==> config.mk <==
export PLATFORM = sky130hd
export DESIGN_NAME = fifo_ptr_ctrl
export DESIGN_NICKNAME = d
export VERILOG_FILES = /design/src/rtl/fifo_pkg.sv /design/src/rtl/fifo_ptr_reg.sv /design/src/rtl/fifo_ptr_ctrl.sv
export SDC_FILE = /design/constraint.sdc
export NUM_CORES = 1
export LEC_CHECK = 0
export CORE_MARGIN = 2
export CORE_UTILIZATION = 46
export DETAILED_ROUTE_END_ITERATION = 7
export PLACE_DENSITY = 0.76
export SYNTH_ARGS = -nofsm -noshare
export SYNTH_HDL_FRONTEND = slang
export SYNTH_HIERARCHICAL = 1
export SYNTH_SLANG_ARGS = --single-unit
==> constraint.sdc <==
create_clock -name clk -period 1.8 [get_ports clk]
set_input_delay 0.36 -clock clk [delete_from_list [all_inputs] [get_ports clk]]
set_output_delay 0.36 -clock clk [all_outputs]
set_load 0.005 [all_outputs]
==> src/rtl/fifo_pkg.sv <==
// Shared FIFO constants: default geometry, wrap-increment helper and parameter sanity checks.
// Also used by the FIFO RAM wrapper, so keep it free of module-specific logic.
package fifo_pkg;

    localparam int DEF_ADDR_W = 8;
    localparam int DEF_DEPTH  = 256;

    localparam int MIN_DEPTH  = 2;
    localparam int MAX_ADDR_W = 30;

    // Increment that returns to 0 after depth-1, so non-power-of-two depths work.
    function automatic logic [31:0] wrap_inc(input logic [31:0] ptr, input logic [31:0] depth);
        logic [31:0] nxt;
        nxt = (ptr == depth - 32'd1) ? 32'd0 : ptr + 32'd1;
        return nxt;
    endfunction

    function automatic bit cfg_ok(input int addr_w, input int depth,
                                  input int afull_th, input int aempty_th);
        bit ok;
        ok = (addr_w >= 1) && (addr_w <= MAX_ADDR_W)
          && (depth >= MIN_DEPTH) && (depth <= (1 << addr_w))
          && (afull_th > 0) && (afull_th <= depth)
          && (aempty_th >= 0) && (aempty_th < depth);
        return ok;
    endfunction

endpackage

==> src/rtl/fifo_ptr_reg.sv <==
// Enable-gated wrapping pointer register: advances one slot per enabled edge, 0..DEPTH-1.
// No backpressure of its own; the caller decides when en may be asserted.
module fifo_ptr_reg
    import fifo_pkg::*;
#(
    parameter int ADDR_W = DEF_ADDR_W,
    parameter int DEPTH  = DEF_DEPTH
) (
    input  logic              clk,
    input  logic              rst,
    input  logic              clr,
    input  logic              en,
    output logic [ADDR_W-1:0] ptr
);

    always_ff @(posedge clk or posedge rst) begin
        if (rst) begin
            ptr <= '0;
        end else if (clr) begin
            ptr <= '0;
        end else if (en) begin
            ptr <= ADDR_W'(wrap_inc(32'(ptr), 32'(DEPTH)));
        end
    end

endmodule

==> src/rtl/fifo_ptr_ctrl.sv <==
// FIFO read/write pointer controller: acks are combinational, pointers/count/flags update on the ack edge.
// Writes are refused while full and reads while empty; rejections raise a one-cycle overflow/underflow pulse.
module fifo_ptr_ctrl
    import fifo_pkg::*;
#(
    parameter int ADDR_W    = DEF_ADDR_W,
    parameter int DEPTH     = DEF_DEPTH,
    parameter int AFULL_TH  = DEPTH - 2,
    parameter int AEMPTY_TH = 1
) (
    input  logic              clk,
    input  logic              rst,
    input  logic              clr,
    input  logic              wr_req,
    input  logic              rd_req,
    output logic              wr_ack,
    output logic              rd_ack,
    output logic [ADDR_W-1:0] wp,
    output logic [ADDR_W-1:0] rp,
    output logic [ADDR_W:0]   count,
    output logic              full,
    output logic              empty,
    output logic              almost_full,
    output logic              almost_empty,
    output logic              overflow,
    output logic              underflow
);

    localparam logic [ADDR_W:0] DEPTH_C  = (ADDR_W + 1)'(DEPTH);
    localparam logic [ADDR_W:0] AFULL_C  = (ADDR_W + 1)'(AFULL_TH);
    localparam logic [ADDR_W:0] AEMPTY_C = (ADDR_W + 1)'(AEMPTY_TH);
    localparam logic [ADDR_W:0] ONE_C    = (ADDR_W + 1)'(1);

    if (!cfg_ok(ADDR_W, DEPTH, AFULL_TH, AEMPTY_TH)) begin : g_cfg_err
        $error("fifo_ptr_ctrl: inconsistent ADDR_W/DEPTH/threshold parameters");
    end

    logic [ADDR_W:0] count_nxt;

    // Acks look only at registered flags so neither request can reach the other ack.
    // rst also blocks acks so nothing is written to the RAM while in reset.
    assign wr_ack = wr_req & ~full  & ~clr & ~rst;
    assign rd_ack = rd_req & ~empty & ~clr & ~rst;

    fifo_ptr_reg #(
        .ADDR_W (ADDR_W),
        .DEPTH  (DEPTH)
    ) u_wr_ptr (
        .clk    (clk),
        .rst    (rst),
        .clr    (clr),
        .en     (wr_ack),
        .ptr    (wp)
    );

    fifo_ptr_reg #(
        .ADDR_W (ADDR_W),
        .DEPTH  (DEPTH)
    ) u_rd_ptr (
        .clk    (clk),
        .rst    (rst),
        .clr    (clr),
        .en     (rd_ack),
        .ptr    (rp)
    );

    always_comb begin
        count_nxt = count;
        if (clr) begin
            count_nxt = '0;
        end else if (wr_ack && !rd_ack) begin
            count_nxt = count + ONE_C;
        end else if (rd_ack && !wr_ack) begin
            count_nxt = count - ONE_C;
        end
    end

    // Flags decode the next count so they land on the same edge as count itself.
    always_ff @(posedge clk or posedge rst) begin
        if (rst) begin
            count        <= '0;
            full         <= 1'b0;
            empty        <= 1'b1;
            almost_full  <= 1'b0;
            almost_empty <= 1'b1;
            overflow     <= 1'b0;
            underflow    <= 1'b0;
        end else begin
            count        <= count_nxt;
            full         <= (count_nxt == DEPTH_C);
            empty        <= (count_nxt == '0);
            almost_full  <= (count_nxt >= AFULL_C);
            almost_empty <= (count_nxt <= AEMPTY_C);
            overflow     <= wr_req & full  & ~clr;
            underflow    <= rd_req & empty & ~clr;
        end
    end

endmodule

==> results.md <==
* Outcome: finished with violations
* Failing checks: setup timing
* H-tree depth at 2
* Reg2reg start: count[2]
* Global-route usage over all layers at 26.3%
* Cell-internal power at 1.27 mW
* Initial antenna violation count at 0
* Detail Placement HPWL at 3230 µm
* Yosys top cell by area: dfrtp_1
* Sw Ratio at 27.1%
* GPL Wtd Cong at 0.863
* Period Utilization, post-route at 114%
* Biggest register: count
* Placed inst area at 2520 µm²
* Prevailing post-synth register cell: dfrtp_1
* Row Count at 23
* DR WL/cell at 18.1 µm
* Synthesis-stage register bit count at 31
* Crit Path Class: reg2reg
* Lkg Pwr at 1.22 nW
* Clock share of power at 35.9%
* Vias in the first global route at 1,706
* Clock transition at the registers of the reported paths at 70 ps
* Max-slew headroom at 76.0%
* P_sw at 0.472 mW
* Die area at 4550 µm²
* Post-synth EDFFs at 0
* Setup TNS at -1580 ps
* Post-synthesis sequential area ratio at 42.0%
* Worst R2R Path Depth at 7
* WP data arrival at 2230 ps
* Root Buffer: clkbuf_8
* Flop pwr share at 43.1%
* Final ANT Viol Nets at 0
* HP Class: in2async
* Tot Pwr at 1.74 mW
* Final hold slack at 205 ps
* Mapped cell area at 1850 µm²
* Via density at 5.75
* Max-capacitance violation count at 0
* Synthesized Nets at 188
* Area contributors post-synth: dfrtp_1, nor2_1, xor2_1
* # diodes at 0
* Reg-to-reg critical path endpoint: almost_full
* Unrepaired setup endpoints after global routing: yes
* F_max at 0.488 GHz
* Drt pass-1 iters at 4
* Die X at 67.4 µm
* Worst clock skew at 3.02 ps
* Worst-Margin Slew at 361 ps
* Overflow after GRT at 0
* Die height at 67.4 µm
* Skew-Pair Late Insertion Delay at 290 ps
* Max Fanout on Critical Path at 2
* Share of cells above drive strength 1 at 43.9%
* Clock Sinks at 31
* Boundary pin count at 38
* Largest regs: count: 9 flops, u_rd_ptr/ptr: 8 flops, u_wr_ptr/ptr: 8 flops
* First-pass GRT wire length at 8680 µm
* R2R setup slack at -250 ps
* Area growth syn-to-layout at 59.7%
* I/O Buffers at 37
* Largest net degree at the start of global routing at 28
* Max-slew violations at 0
* Floorplan Core Area at 3940 µm²
* Worst setup SP type: register
* Total wire length at 5770 µm
* Maximum root-to-sink buffer count at 2
* Largest register FFs at 9
* Final Hold Fails at 0
* DP Worst Slack at -767 ps
* Combinational power share at 21.0%
* CTS tree: built
* Drt drc at 0
* Initial core utilization at 47.0%
* Crit end category: register
* Pwr/cell area at 588 nW/µm²
* Worst vdd rail ir drop at 0.000526 V
* Final instance area at 2960 µm²
* Iter 0 DRT Violations at 95
* Data required, critical path at 1980 ps
* Nets@finish at 277
* Fin crit period at 2050 ps
* Post-Syn Instances at 179
* Share of the synthesized area in the top cell type at 39.2%
* Setup-failing EPs final at 13
* Setup ws final at -250 ps
* Syn_area_per_cell at 10.3 µm²
* Syn. warnings at 6
* Crit. Startpoint: count[2]
* Async SR Flop Fraction at 100%
* Distinct cells, synth at 47
* Num CTS Buffers at 5
* Vias at 1,834
-- cell families (layout without fill, tap and decap cells) --
family	count (synthesis)	count (layout)	share of synthesized area, %
flip-flops	31	31	42.0
multiplexers	5	5	2.70
AND/OR/NAND/NOR	74	74	25.1
adder cells (fa/ha/maj)	4	4	2.70
XOR/XNOR	15	15	7.09
AO/OA/AOI/OAI	32	32	15.1
buffers and inverters	18	108	5.27
-- layout make-up --
type / count / area [µm²]
tap: 50 / 62.6
timing repair buffer: 90 / 808
fill: 237 / 985
inverter: 10 / 37.5
clock inverter: 1 / 7.51
sequential: 31 / 781
clock buffer: 7 / 96.3
multi-input combinational: 130 / 1160
-- Yosys cell counts (3+ instances only) --
master and n:
or3_1 6, nor2_1 23, nand4_1 6, dfrtp_1 29
a22oi_1 3, a211oi_1 4, clkbuf_1 3, inv_1 10
nand4_2 3, xnor2_1 7, xor2_1 8, nand3_1 5
a21oi_1 5, nand2b_1 5, buf_6 3, mux2i_1 5
nor3_1 3, ha_1 4, nand2_1 8
-- cell usage in the layout, fill, tap and decap left out, drive strengths merged, types with 2 or more instances in the layout --
cell type / instances
nor3: 4
a22oi: 3
o211ai: 2
xnor2: 7
nor4: 2
o2111ai: 2
o21bai: 2
o21ai: 2
inv: 10
o22ai: 3
nand3: 5
nand4: 10
clkbuf: 7
nor2: 23
xor2: 8
dfrtp: 29
dlygate4sd2: 3
or2: 3
a21oi: 6
nand2b: 5
o32ai: 2
or3: 7
clkdlybuf4s15: 2
dfstp: 2
clkdlybuf4s50: 30
ha: 4
mux2i: 5
and3: 2
nand2: 8
buf: 55
nor4b: 2
a211oi: 5
-- critical path, stage by stage, from the launching register on --
cell	delay (ps)
dfrtp_1	380
or4_4	550
or2_1	240
o22ai_2	160
xnor2_2	160
buf_4	160
nor3_2	40
a41o_1	250
-- power groups by stage --
stage | Combinational (mW) | Clock [mW] | Sequential [mW]
4_1_cts | 0.319 | 0.639 | 0.749
3_3_place_gp | 0.289 | 0 | 0.760
3_5_place_dp | 0.294 | 0 | 0.760
6_report | 0.366 | 0.624 | 0.750
2_1_floorplan | 0.134 | 0 | 0.767
5_1_grt | 0.395 | 0.674 | 0.751
-- worst max-delay path by stage --
| stage | endpoint | slack, ps | cells after the start |
|---|---|---|---|
| after floorplan | almost_empty | -150 | 6 |
| after global placement | almost_empty | -690 | 7 |
| after detailed placement | almost_empty | -770 | 7 |
| after CTS | almost_empty | -220 | 9 |
| after global routing | full | -310 | 7 |
| final | almost_full | -250 | 7 |
-- routing by layer --
| metal | up-vias | wire [µm] | track usage, % |
|---|---|---|---|
| met4 | 0 | 185 | 12.2 |
| met5 | - | 0 | 0 |
| met3 | 29 | 399 | 5.50 |
| li1 | 823 | - | - |
| met1 | 885 | 2260 | 32.7 |
| met2 | 97 | 2920 | 43.8 |
-- stage by stage --
stage / utilization (%) / std cells
global placement: 64.0 / 295
global route: 75.0 / 319
CTS: 71.1 / 313
floorplan: - / 179
finish: 75.0 / 319
detailed placement: 64.0 / 295
-- timing repair --
action	in CTS	in global routing
resized for setup	37	30
hold buffers	0	0
cloned	0	0
pin swaps	18	20
setup buffers	12	8
setup endpoints to repair	28	23
Power figures use the tool's default switching activity.
